[src/rtl/red_pitaya_dac_soft_pkg.sv]
// Shared types and constants for the DAC soft-start/soft-stop output stage.
package red_pitaya_dac_soft_pkg;

    localparam int DW_DEF = 14;
    localparam int GW_DEF = 16;
    localparam int PW_DEF = DW_DEF + GW_DEF + 2;

    localparam logic [GW_DEF:0] GAIN_ONE = {1'b1, {GW_DEF{1'b0}}};

    typedef enum logic [1:0] {
        ST_OFF  = 2'd0,
        ST_UP   = 2'd1,
        ST_ON   = 2'd2,
        ST_DOWN = 2'd3
    } state_t;

endpackage

[src/rtl/red_pitaya_slew_lim.sv]
// Per-sample slew limiter: clamps the step from the previous output to +/-slew.
module red_pitaya_slew_lim #(
    parameter int DW = 14
) (
    input  logic                 clk,
    input  logic                 rst,
    input  logic signed [DW-1:0] x,
    input  logic        [DW-1:0] slew,
    output logic signed [DW-1:0] y
);

    localparam int EW = DW + 2;
    localparam logic signed [EW-1:0] L_SMAX = EW'((2 ** (DW - 1)) - 1);
    localparam logic signed [EW-1:0] L_SMIN = ~L_SMAX;

    logic signed [DW-1:0] r_y;
    logic signed [EW-1:0] w_x;
    logic signed [EW-1:0] w_prev;
    logic signed [EW-1:0] w_slew;
    logic signed [EW-1:0] w_lo;
    logic signed [EW-1:0] w_hi;
    logic signed [EW-1:0] w_clamp;
    logic signed [DW-1:0] w_y_next;

    assign w_x    = EW'(x);
    assign w_prev = EW'(r_y);
    assign w_slew = $signed({2'b00, slew});
    assign w_lo   = w_prev - w_slew;
    assign w_hi   = w_prev + w_slew;

    always_comb begin
        w_clamp = w_x;
        if (slew != '0) begin
            if (w_x < w_lo) begin
                w_clamp = w_lo;
            end else if (w_x > w_hi) begin
                w_clamp = w_hi;
            end
        end
        w_y_next = w_clamp[DW-1:0];
        if (w_clamp > L_SMAX) begin
            w_y_next = L_SMAX[DW-1:0];
        end else if (w_clamp < L_SMIN) begin
            w_y_next = L_SMIN[DW-1:0];
        end
    end

    always_ff @(posedge clk) begin
        if (rst) begin
            r_y <= '0;
        end else begin
            r_y <= w_y_next;
        end
    end

    assign y = r_y;

endmodule

[src/rtl/red_pitaya_dac_soft_out.sv]
// DAC output conditioning: gain ramp on enable/disable, slew limit, output format.
module red_pitaya_dac_soft_out
    import red_pitaya_dac_soft_pkg::*;
#(
    parameter int DW = DW_DEF,
    parameter int GW = GW_DEF
) (
    input  logic          dac_clk_i,
    input  logic          dac_rst_i,
    input  logic [DW-1:0] dat_i,
    input  logic          en_i,
    input  logic [GW-1:0] ramp_step_i,
    input  logic [DW-1:0] slew_i,
    input  logic          fmt_ob_i,
    output logic [DW-1:0] dac_o,
    output logic [1:0]    state_o,
    output logic          ramp_done_o
);

    localparam int PW = DW + GW + 2;
    localparam logic [GW:0] L_ONE = {1'b1, {GW{1'b0}}};
    localparam logic signed [PW-1:0] L_SMAX = PW'((2 ** (DW - 1)) - 1);
    localparam logic signed [PW-1:0] L_SMIN = ~L_SMAX;

    state_t               r_state;
    logic [GW:0]          r_gain;
    logic                 r_done;
    logic signed [PW-1:0] r_prod;
    logic signed [DW-1:0] r_scaled;

    logic [GW+1:0]        w_gain_inc;
    logic [GW:0]          w_gain_dec;
    logic                 w_up_full;
    logic                 w_down_empty;
    logic                 w_step_zero;
    logic signed [PW-1:0] w_prod;
    logic signed [PW-1:0] w_shift;
    logic signed [DW-1:0] w_scaled;
    logic signed [DW-1:0] w_y;

    assign w_gain_inc   = {1'b0, r_gain} + {2'b00, ramp_step_i};
    assign w_gain_dec   = r_gain - {1'b0, ramp_step_i};
    assign w_up_full    = (w_gain_inc >= {1'b0, L_ONE});
    assign w_down_empty = ({1'b0, ramp_step_i} >= r_gain);
    assign w_step_zero  = (ramp_step_i == '0);

    // Direction reversals only change state; the gain resumes moving from
    // where it was on the following cycle. Ramp completion beats en_i.
    always_ff @(posedge dac_clk_i) begin
        if (dac_rst_i) begin
            r_state <= ST_OFF;
            r_gain  <= '0;
            r_done  <= 1'b0;
        end else begin
            r_done <= 1'b0;
            case (r_state)
                ST_OFF: begin
                    r_gain <= '0;
                    if (en_i) begin
                        if (w_step_zero) begin
                            r_state <= ST_ON;
                            r_gain  <= L_ONE;
                        end else begin
                            r_state <= ST_UP;
                        end
                    end
                end
                ST_UP: begin
                    if (w_up_full) begin
                        r_state <= ST_ON;
                        r_gain  <= L_ONE;
                        r_done  <= 1'b1;
                    end else if (!en_i) begin
                        r_state <= ST_DOWN;
                    end else begin
                        r_gain <= w_gain_inc[GW:0];
                    end
                end
                ST_ON: begin
                    r_gain <= L_ONE;
                    if (!en_i) begin
                        if (w_step_zero) begin
                            r_state <= ST_OFF;
                            r_gain  <= '0;
                        end else begin
                            r_state <= ST_DOWN;
                        end
                    end
                end
                ST_DOWN: begin
                    if (w_down_empty) begin
                        r_state <= ST_OFF;
                        r_gain  <= '0;
                        r_done  <= 1'b1;
                    end else if (en_i) begin
                        r_state <= ST_UP;
                    end else begin
                        r_gain <= w_gain_dec;
                    end
                end
                default: begin
                    r_state <= ST_OFF;
                    r_gain  <= '0;
                end
            endcase
        end
    end

    assign w_prod  = PW'($signed(dat_i)) * PW'($signed({1'b0, r_gain}));
    assign w_shift = r_prod >>> GW;

    always_comb begin
        w_scaled = w_shift[DW-1:0];
        if (w_shift > L_SMAX) begin
            w_scaled = L_SMAX[DW-1:0];
        end else if (w_shift < L_SMIN) begin
            w_scaled = L_SMIN[DW-1:0];
        end
    end

    always_ff @(posedge dac_clk_i) begin
        if (dac_rst_i) begin
            r_prod   <= '0;
            r_scaled <= '0;
        end else begin
            r_prod   <= w_prod;
            r_scaled <= w_scaled;
        end
    end

    red_pitaya_slew_lim #(
        .DW (DW)
    ) u_slew_lim (
        .clk  (dac_clk_i),
        .rst  (dac_rst_i),
        .x    (r_scaled),
        .slew (slew_i),
        .y    (w_y)
    );

    assign dac_o       = fmt_ob_i ? {~w_y[DW-1], w_y[DW-2:0]} : w_y;
    assign state_o     = r_state;
    assign ramp_done_o = r_done;

endmodule
[config.mk]
export PLATFORM = sky130hd
export DESIGN_NAME = red_pitaya_dac_soft_out
export DESIGN_NICKNAME = d
export VERILOG_FILES = /design/src/rtl/red_pitaya_dac_soft_pkg.sv /design/src/rtl/red_pitaya_slew_lim.sv /design/src/rtl/red_pitaya_dac_soft_out.sv
export SDC_FILE = /design/constraint.sdc
export NUM_CORES = 1
export LEC_CHECK = 0
export BUFFER_PORTS_ARGS = -buffer_cell sky130_fd_sc_hd__buf_2
export CORE_ASPECT_RATIO = 0.8
export CORE_MARGIN = 8
export CORE_UTILIZATION = 50
export DETAILED_ROUTE_END_ITERATION = 12
export GPL_ROUTABILITY_DRIVEN = 0
export GPL_TIMING_DRIVEN = 0
export PLACE_DENSITY = 0.7
export REMOVE_ABC_BUFFERS = 1
export SETUP_SLACK_MARGIN = 0.02
export SYNTH_ARGS = -nofsm -noshare
export SYNTH_HDL_FRONTEND = slang
export SYNTH_SLANG_ARGS = --single-unit
export TNS_END_PERCENT = 5
[constraint.sdc]
create_clock -name dac_clk_i -period 7.2 [get_ports dac_clk_i]
set_input_delay 1.44 -clock dac_clk_i [delete_from_list [all_inputs] [get_ports dac_clk_i]]
set_output_delay 1.44 -clock dac_clk_i [all_outputs]
set_load 0.02 [all_outputs]
# Word level (Yosys, flattened, before mapping)
# Index checks and enable logic that the tools add are counted.
[op_classes]
n_addsub = 4
muxes = 29
n_reduce_logical = 7
n_eq_ne = 9
magnitude_cmp = 8
bitwise_logic = 1
n_mul = 1
[op_table]
columns = ["operator", "n"]
rows = [
  ["17-bit 2-to-1 mux", 8],
  ["17-bit one-hot mux with 4 select lines", 1],
  ["16-bit 2-to-1 mux", 3],
  ["14-bit 2-to-1 mux", 3],
  ["16-bit by 14-bit > comparator with 1-bit output (second input constant)", 2],
  ["16-bit by 14-bit less-than comparator with 1-bit output (second input constant)", 2],
  ["14-bit by 18-bit multiplier with 32-bit output", 1],
  ["13-bit 2-to-1 mux", 2],
  ["17-bit by 16-bit adder with 18-bit output", 1],
  ["18-bit by 17-bit greater-or-equal comparator with 1-bit output (second input constant)", 1],
  ["16-bit by 17-bit greater-or-equal comparator with 1-bit output", 1],
  ["17-bit by 16-bit subtractor with 17-bit output", 1],
  ["14-bit by 15-bit adder with 16-bit output", 1],
  ["14-bit by 16-bit > comparator with 1-bit output", 1],
  ["16-bit logical NOT", 1],
  ["14-bit by 16-bit less-than comparator with 1-bit output", 1],
  ["2-bit 2-to-1 mux", 8],
  ["14-bit by 15-bit subtractor with 16-bit output", 1],
  ["14-bit nonzero test", 1],
  ["3-bit != test (second input constant)", 4],
  ["2-bit one-hot mux with 4 select lines", 1],
  ["2-bit == test (second input constant)", 2],
  ["2-bit != test (second input constant)", 2],
  ["4-bit AND reduction", 1],
  ["other kinds (7)", 9],
]
[totals]
inputBits = 48
wordCells = 67
reg_bits = 80
out_inout_bits = 17

# Longest topological paths before layout
# Gate-level depths: netlist of the first run.
[depth]
depth_word = 8
ltp_mapped = 25
mapped_depth_nobuf = 24

# Modules after synthesis
# From an unflattened synthesis of the first run, not the netlist that was laid out.
[hier_totals]
hier_cells = 1662
hier_area_um2 = 14360.0
[modules_own_cells]
columns = ["module", "area_each_um2", "n_inst", "cells_per_inst"]
rows = [
  ["red_pitaya_dac_soft_out", 11129.4, 1, 1261],
  ["red_pitaya_slew_lim", 3230.6, 1, 401],
]

# Worst setup path before layout of the first run
# Ideal clock, no wire load.
[synth_timing]
path_kind = "input -> register"
from = "in dat_i[5]"
to = "reg r_prod[25]"
setup_ns = 0.132
path_stages = 23
path_buffers = 2
setup_slack_ns = -0.134
t_arrival_ns = 7.202
path_cell_list = "clkbuf_1 clkbuf_1 nand2_1 fa_1 fa_1 inv_1 fa_1 fa_1 fa_1 inv_1 fa_1 inv_1 ha_1 a22o_1 nor4_1 o221ai_1 o211ai_1 o21a_1 o211ai_1 a21oi_1 o21bai_1 a211oi_1 nor3_1"
[synth_between]
elab_chain_cells = 1
[synth_lines]
columns = ["item", "line", "rtl"]
rows = [
  ["start, declared", "red_pitaya_dac_soft_out.sv:10", "input logic [DW-1:0] dat_i,"],
  ["14-bit by 18-bit multiplier with 32-bit output", "red_pitaya_dac_soft_out.sv:109", "assign w_prod = PW'($signed(dat_i)) * PW'($signed({1'b0, r_gain}));"],
  ["end signal, assigned", "red_pitaya_dac_soft_out.sv:126", "r_prod <= w_prod;"],
  ["end, declared", "red_pitaya_dac_soft_out.sv:28", "logic signed [PW-1:0] r_prod;"],
]
# No other way between the ends.
# A chain may end at the register's enable or synchronous reset.

# Worst setup path after layout of the first run
[layout_timing]
from = "in dat_i[13]"
to = "reg r_prod[25]"
# Same word-level chain as after synthesis.

==> results, run 1 <==
- The pin count of the biggest net entering global routing is 37.
- The distinct cell type count of the synthesized netlist is 78.
- The total via count after detailed routing is 11300.
- Summed over its instances, the top area cell type makes up 26.0% of the synthesized netlist area.
- Data arrives at the worst endpoint at 7.35 ns.
- The layout has 2528 filler cells.
- The effective utilization at floorplan is 51.0%.
- Counting stages on the worst path, the most repeated cell is sky130_fd_sc_hd__fa_1.
- The final critical-path setup slack is 0.0458 ns.
- Global routing used 33.3% of the available met2 tracks.
- The global-route met1 utilization is 29.5%.
- The most frequent cell after synthesis is sky130_fd_sc_hd__inv_1.
- The total die area is 0.0335 mm2.
- The total of flip-flops plus latches after synthesis is 64.
- The DRC violations left is 0.
- The final worst-path cycle share is 99.4%.
- The site row count is 54.
- Sequential cells were found to cover 9.21% of the synthesized design area.
- The share of flip-flops with an asynchronous set or reset after synthesis is 0%.
- The most used flip-flop cell after synthesis is sky130_fd_sc_hd__dfxtp_1.
- The first TritonRoute pass finished after 6 iterations.
- The clock tree from TritonCTS is yes.
- After synthesis, the cell types taking the most area are sky130_fd_sc_hd__fa_1 26%, sky130_fd_sc_hd__ha_1 18%, sky130_fd_sc_hd__dfxtp_1 9.2%, sky130_fd_sc_hd__inv_1 7.9%, sky130_fd_sc_hd__and2_1 5.4%.
- The sequential cells in the finished layout cover a total of 0.00128 mm2.
- After clock tree synthesis, the clock-pin slew on the worst setup and hold paths is 0.06 ns.
- Summed over all instances, the cell type with the most area after synthesis is sky130_fd_sc_hd__fa_1.
- The count of input and output buffers is 64.
- The first global-routing pass estimated 57.8 mm of wire.
- After detailed routing, the number of vias per cell comes to 5.60.
- On the worst path, the slowest cell contributes a delay of 0.50 ns.
- Across every metal layer, demand over resource in global routing totals 20.9%.
- The category of the worst setup path capture point is a flip-flop.
- 0 antenna diodes ended up in the layout.
- In this run the vertical extent of the chip is 165 um.
- After synthesis, the most frequently instantiated cells are 292 x sky130_fd_sc_hd__inv_1, 203 x sky130_fd_sc_hd__ha_1, 181 x sky130_fd_sc_hd__fa_1.
- In this run the critical register-to-register path is captured at r_prod[25].
- In this run the clock root is driven by a sky130_fd_sc_hd__clkbuf_16.
- Setup violations remaining at the end of the flow were counted as 0.
- The run finished with clean final reports.
- The type of the tightest min-delay check is flip-flop to flip-flop.
- The max-slew violation total from the final report came to 0.
- Summing all multi-input logic gate instances after layout gives 0.0112 mm2.
- The post-route netlist has 7.60% of its cells at a drive strength greater than 1.
- The net count of the finished layout is 2085.
- The summed negative setup slack over all endpoints is 0 ns.
- Setup repair after global routing could not meet its margin everywhere.
- For the worst flop-to-flop path, the logic depth is 22.
- A synthesized cell averages 8.39 um2.
- The detail route stage leaves a number of antenna-violating nets equal to 0.
- Global routing finished with a remaining overflow of 0.
- The layout-stage area growth over the synthesis result is 5.92%.
- The cell at the slowest stage of the critical path is sky130_fd_sc_hd__fa_1.
- In this run, synthesis inferred 0 flip-flops with an integrated enable.
- The clock passes through at most 2 buffers.
- The count of yosys warnings during synthesis is 0.
- The destination of the critical timing path is r_prod[25].
- For the pin with the worst max-slew slack, the measured transition is 1.00 ns.
- In this run the critical register-to-register path is launched from r_gain[9].
- The deepest level of the CTS H-tree is 3.
- In this run, the number of DRC markers left after iteration 0 of detailed routing was 780.
- The via count of the first global-routing pass was 11700.
- The source of the critical timing path is dat_i[13].
- The mapped netlist covers 0.0139 mm2.
- The minimum period implied by the final worst setup slack is 7.15 ns.
- The largest vdd supply drop is 0.187 mV.
- The average wire length per cell after detail routing is 16.7 um.
- The area of the placeable core is 0.0273 mm2.
- The number of antenna violations at the first check in global routing is 1.
- The die span in x is 203 um.
- The highest net fanout along the worst path is 8.
- Power spread over the standard cell area amounts to 220 mW/mm2.
- The clock sink count is 64.
- The required time of the worst setup path is 7.40 ns.
- The hold violation count in the final report is 0.
- The number of top-level pins is 65.
- For this design the static power due to leakage is 0.00732 uW.
- The synthesized instance count is 1658.
- The later-pin clock latency in the skew report is 0.35 ns.
- The highest attainable clock frequency is 140 MHz.
- Between clock sinks in the finished design, the worst skew comes to 0.0118 ns.
- The placement-stage cell area is 0.0143 mm2.
- Across the run, the number of max-cap violations was 0.
- The finished cells cover 0.0147 mm2.
- The most crowded layer after global routing is met2.
- For this block, the routed nets add up to 33.7 mm of wire.
- Detailed placement ended at an HPWL of 26.4 mm.
- By startpoint and endpoint, the worst setup path is classified as primary input to flip-flop.
- For this run, global-route usage on met3 was measured as 3.28%.
- The number of clock buffers added by TritonCTS is 9.
- Prior to clock tree synthesis, the placed netlist has a worst setup slack of -1.24 ns.
- The setup slack on the worst flop-to-flop path is 0.44 ns.
- The worst setup path is launched from a primary input.
- Headroom to the max-slew limit came out at 33.0%.
[cells in the final DEF, fill, tap and decap left out, types with 6 or more instances in the layout]
cell / n
sky130_fd_sc_hd__a211oi_1: 9
sky130_fd_sc_hd__a21o_1: 22
sky130_fd_sc_hd__a21oi_1: 81
sky130_fd_sc_hd__a31oi_1: 6
sky130_fd_sc_hd__a32o_1: 11
sky130_fd_sc_hd__and2_1: 120
sky130_fd_sc_hd__buf_2: 53
sky130_fd_sc_hd__buf_4: 13
sky130_fd_sc_hd__clkbuf_16: 9
sky130_fd_sc_hd__dfxtp_1: 64
sky130_fd_sc_hd__fa_1: 181
sky130_fd_sc_hd__ha_1: 203
sky130_fd_sc_hd__inv_1: 291
sky130_fd_sc_hd__nand2_1: 154
sky130_fd_sc_hd__nand2b_1: 22
sky130_fd_sc_hd__nand3_1: 14
sky130_fd_sc_hd__nand4_1: 11
sky130_fd_sc_hd__nor2_1: 91
sky130_fd_sc_hd__nor2b_1: 19
sky130_fd_sc_hd__nor3_1: 18
sky130_fd_sc_hd__nor4_1: 12
sky130_fd_sc_hd__o211ai_1: 14
sky130_fd_sc_hd__o21a_1: 22
sky130_fd_sc_hd__o21ai_0: 32
sky130_fd_sc_hd__o21ai_1: 6
sky130_fd_sc_hd__o21bai_1: 9
sky130_fd_sc_hd__o31ai_1: 13
sky130_fd_sc_hd__o41ai_1: 7
sky130_fd_sc_hd__xnor2_1: 28
sky130_fd_sc_hd__xor2_1: 16
[stage by stage]
stage	power, uW	utilization [%]	cells	hold slack (ns)
4_1_cts	3210	53.9	2022	0.440
5_1_grt	3560	54.0	2022	0.445
2_1_floorplan	2200	-	1571	0.418
3_5_place_dp	2730	52.3	1999	0.423
6_report	3240	54.0	2022	0.435
3_3_place_gp	2690	52.3	1999	0.427
[worst max-delay path, delay by kind of cell]
family | cells | cell delay, ns
compound gates | 8 | 1.45
buf+inv | 8 | 0.97
simple gates | 3 | 0.41
fa+ha+maj | 7 | 3.09
[worst min path at each step]
stage	depth (start not counted)	end	from	slack [ns]
final	1	r_scaled[5]	r_prod[21]	0.43
after global routing	1	r_scaled[6]	r_prod[22]	0.45
after CTS	1	r_scaled[6]	r_prod[22]	0.44
after detailed placement	1	r_scaled[6]	r_prod[22]	0.42
after global placement	1	r_scaled[2]	r_prod[18]	0.43
after floorplan	1	r_scaled[0]	r_prod[16]	0.42
[per-layer routing]
| layer | share of wire (%) | vias to the layer above | routed length, um |
|---|---|---|---|
| met4 | 1.6 | 0 | 535 |
| met2 | 44 | 347 | 14800 |
| met3 | 7.1 | 44 | 2400 |
| li1 | - | 5372 | - |
| met5 | 0 | - | 0 |
| met1 | 47 | 5564 | 16000 |
[sequential cells by signal, summed over array words and instances (netlist names)]
signal	count
r_gain	17
r_prod	16
r_scaled	14
u_slew_lim.y	14
state_o	2
ramp_done_o	1
[area by class of cell]
| cell class | count | area share [%] |
|---|---|---|
| tap | 364 | 3.09 |
| inverter | 293 | 7.49 |
| clock buffer | 11 | 1.72 |
| multi-input combinational | 1214 | 75.9 |
| timing repair buffer | 71 | 2.84 |
| clock inverter | 5 | 0.255 |
| sequential | 64 | 8.69 |
[where the power goes]
group	internal (uW)	switching [uW]	total [uW]	leakage [uW]
logic	898	1360	2260	0.00666
registers	446	91.0	537	0.000528
clock network	254	184	438	0.000139
total	1600	1640	3240	0.00732
[kinds of logic (layout without fill, tap and decap cells)]
logic type               after synthesis  after routing  share of synthesized area, %
AND/OR/NAND/NOR                      488            488                          17.6
adder cells (fa/ha/maj)              384            384                          44.3
buffers and inverters                380            380                          10.8
AO/OA/AOI/OAI                        298            298                          15.3
flip-flops                            64             64                          9.21
XOR/XNOR                              44             44                          2.77
[timing repair]
| item | 4_1_cts | 5_1_grt |
|---|---|---|
| resized for setup | 24 | 4 |
| hold buffers | 0 | 0 |
| setup buffers | 7 | 0 |
| pin swaps | 7 | 2 |
| endpoints found under the setup margin | 14 | 20 |
Power figures use the tool's default switching activity.
==> run 2, diff against run 1 <==
PLACE_DENSITY = 0.67   (was 0.7)
clock period = 8.9 ns   (was 7.2 ns; I/O delays follow)
==> run 2 against run 1 <==
Global-route usage fell by 0.37 points; final area decreased by 1.2%; non-clock buffer count fell by 7; power is 20% lower; die area did not move; clock power is 21% lower; sequential share of layout area is 0.10 points higher; via count hardly changed; routed wire length down 0.90%; setup slack improved by 0.41 ns; critical path depth is 4 lower; register-to-register slack better by 1.1 ns; critical path type unchanged; largest power group unchanged.
==> results, run 2 (synthesized netlist as in run 1, its figures left out) <==
- The post-CTS repair timing setup buffer count is 0.
- Detailed placement ended at an HPWL of 26.5 mm.
- The clock sink count is 64.
- The number of hold buffers added after CTS was 0.
- The average wire length per cell after detail routing is 16.6 um.
- STA puts the critical path data required time at 9.10 ns.
- The number of clock buffers added by TritonCTS is 9.
- Setup violations remaining at the end of the flow were counted as 0.
- The most common library cell in the layout ignoring fill and taps is sky130_fd_sc_hd__inv_1.
- For this design the static power due to leakage is 0.00723 uW.
- Clock skew on the completed layout was measured at 0.0110 ns.
- The length of the first detailed-routing pass in iterations is 5.
- The kind of critical path is primary input to flip-flop.
- For the finished layout, the period the worst path requires is 8.44 ns.
- The register with the most flip-flops in the layout has 17 of them.
- The clock tree synthesis step divided the H-tree into 3 levels.
- The number of antenna violations at the first check in global routing is 0.
- The data arrival time of the worst path is 8.64 ns.
- The count of nets left with antenna violations once routing finished came out at 0.
- The relative slew slack is 14.2%.
- The final route contains 11300 vias.
- The layout-stage area growth over the synthesis result is 4.66%.
- The via count of the first global-routing pass was 11300.
- Pin placement for this block handled 65 I/O pins.
- The worst path uses 94.9% of the clock period.
- The net total in the final layout is 2078.
- The source of the critical timing path is dat_i[13].
- The routed design has 33.4 mm of wire.
- The clock tree from TritonCTS is yes.
- The startpoint identified for the worst register-to-register timing path is r_gain[8].
- For the worst-skew pair, the clock arrives at the later sink with an insertion delay of 0.35 ns.
- The flow ran to the end, and the final reports show no timing, DRC or antenna violations.
- The nature of the critical path startpoint is a primary input.
- The total overflow left after global routing is 0.
- Timing analysis after detailed placement gives a worst setup slack of 0.115 ns.
- The critical path goes through buf_2 > inv_1 > fa_1 > fa_1 > inv_1 > fa_1 > fa_1 > fa_1 > inv_1 > fa_1 > inv_1 > ha_1 > a22o_1 > nor4_1 > o221ai_1 > o211ai_1 > o311ai_0 > a31oi_1 > nor2b_1 > or2_2 > xnor2_1 > nor2_1.
- Across every metal layer, demand over resource in global routing totals 20.5%.
- The pin count of the biggest net entering global routing is 37.
- The die span in y is 165 um.
- The finished layout holds 2015 standard cells, fillers aside.
- The largest buffer count on any clock path is 2.
- The slew at the pin with the worst max-slew slack is 1.29 ns.
- The register containing the most flip-flops in the final layout is r_gain.
- The site row count is 54.
- The largest individual stage delay along the critical path comes from the cell sky130_fd_sc_hd__fa_1.
- The startpoint of the lowest-slack hold path is r_prod[28].
- The largest vdd supply drop is 0.140 mV.
- The count of input and output buffers is 64.
- After the first detailed-routing iteration, the DRC count stood at 870.
- The hold violation count in the final report is 0.
- The number of diodes added for antenna fixing is 0.
- The first global-routing pass estimated 56.7 mm of wire.
- The die covers 0.0335 mm2.
- Once the floorplan was initialized, standard cells occupied 51.0% of the core.
- The final total power is 2590 uW.
- The total power per unit cell area is 178 mW/mm2.
- The summed negative setup slack over all endpoints is 0 ns.
- Gates resized during post-CTS repair numbered 0.
- On the worst path, the slowest cell contributes a delay of 0.54 ns.
- The max-slew violation total from the final report is 0.
- In this run, placement finished with an instance count of 1999.
- The path class of the tightest hold or removal check is flip-flop to flip-flop.
- The most used cell along the critical path is sky130_fd_sc_hd__fa_1.
- The worst setup path is captured at a flip-flop.
- The layout cell share with drive strength beyond 1 is 6.66%.
- Setup repair after global routing left no endpoint under its margin.
- Along the worst path, the maximum fanout reaches 12.
- Using the TritonRoute via totals, the vias-per-cell ratio works out to 5.62.
- The area of the placeable core is 0.0273 mm2.
- The final critical-path setup slack is 0.458 ns.
- Across the run, the number of max-cap violations was 0.
- CTS placed an instance of sky130_fd_sc_hd__clkbuf_16 at the clock tree root.
- The DRC violations left is 0.
- In the final layout, the registers with the most flip-flops are r_gain (17), r_prod (16).
- Based on the critical path, the design can be clocked at up to 118 MHz.
- The die span in x is 203 um.
- Clock-pin slew was measured on the worst setup and hold paths at 0.06 ns.
- In the layout the commonest cells are 292 x sky130_fd_sc_hd__inv_1, 203 x sky130_fd_sc_hd__ha_1, 181 x sky130_fd_sc_hd__fa_1, 155 x sky130_fd_sc_hd__nand2_1, 120 x sky130_fd_sc_hd__and2_1.
==> run 2: changes by cell type in the layout (fill, tap and decap cells not counted), moves of 2 or more <==
cell and change:
sky130_fd_sc_hd__buf_2 +11, sky130_fd_sc_hd__buf_4 -13, sky130_fd_sc_hd__buf_6 -5, sky130_fd_sc_hd__o2111ai_1 +2, sky130_fd_sc_hd__o2111ai_2 -2
==> run 2: cell type report <==
type / count / area [um2]
inverters: 293 / 1100
repair buffers: 64 / 320
clock inverters: 6 / 42.5
flip-flops and latches: 64 / 1280
multi-input cells: 1214 / 11100
well taps: 364 / 455
clock buffers: 10 / 239
fillers: 2619 / 12700
==> run 2: worst paths after layout <==
check	to	slack [ns]	cells after the start
worst max register to register	r_prod[29]	1.52	21
worst min register to register	r_scaled[12]	0.44	1
worst min-delay path	r_scaled[12]	0.44	1
worst max-delay path	r_prod[29]	0.46	22
==> run 2: routing by layer <==
metal | vias up | wire length [um] | track usage [%]
li1 | 5352 | - | -
met1 | 5602 | 16500 | 30.6
met2 | 342 | 14500 | 31.9
met3 | 29 | 1950 | 1.97
met4 | 0 | 429 | 4.51
met5 | - | 0 | 0
==> run 2: power by group <==
group | leakage, uW | total (uW) | switching, uW | internal, uW
sequential | 0.000528 | 433 | 72.3 | 361
combinational | 0.00656 | 1810 | 1090 | 720
clock | 0.000135 | 345 | 149 | 197
total | 0.00723 | 2590 | 1310 | 1280
==> run 2: metrics by stage <==
step	area (um2)	utilization (%)	hold WS [ns]
floorplan	13500	-	0.418
CTS	14600	53.3	0.442
global placement	14300	52.3	0.426
finish	14600	53.3	0.438
detailed placement	14300	52.3	0.427
global route	14600	53.3	0.446
==> run 2: worst max-delay path, delay by kind of cell <==
kind                       cells  cell delay [ns]
and+or+nand+nor                4             0.84
buffers and inverters          5             0.80
xor gates and xnor gates       1             0.13
AOI/OAI and AO/OA              5             1.70
adders and majority gates      7             3.37
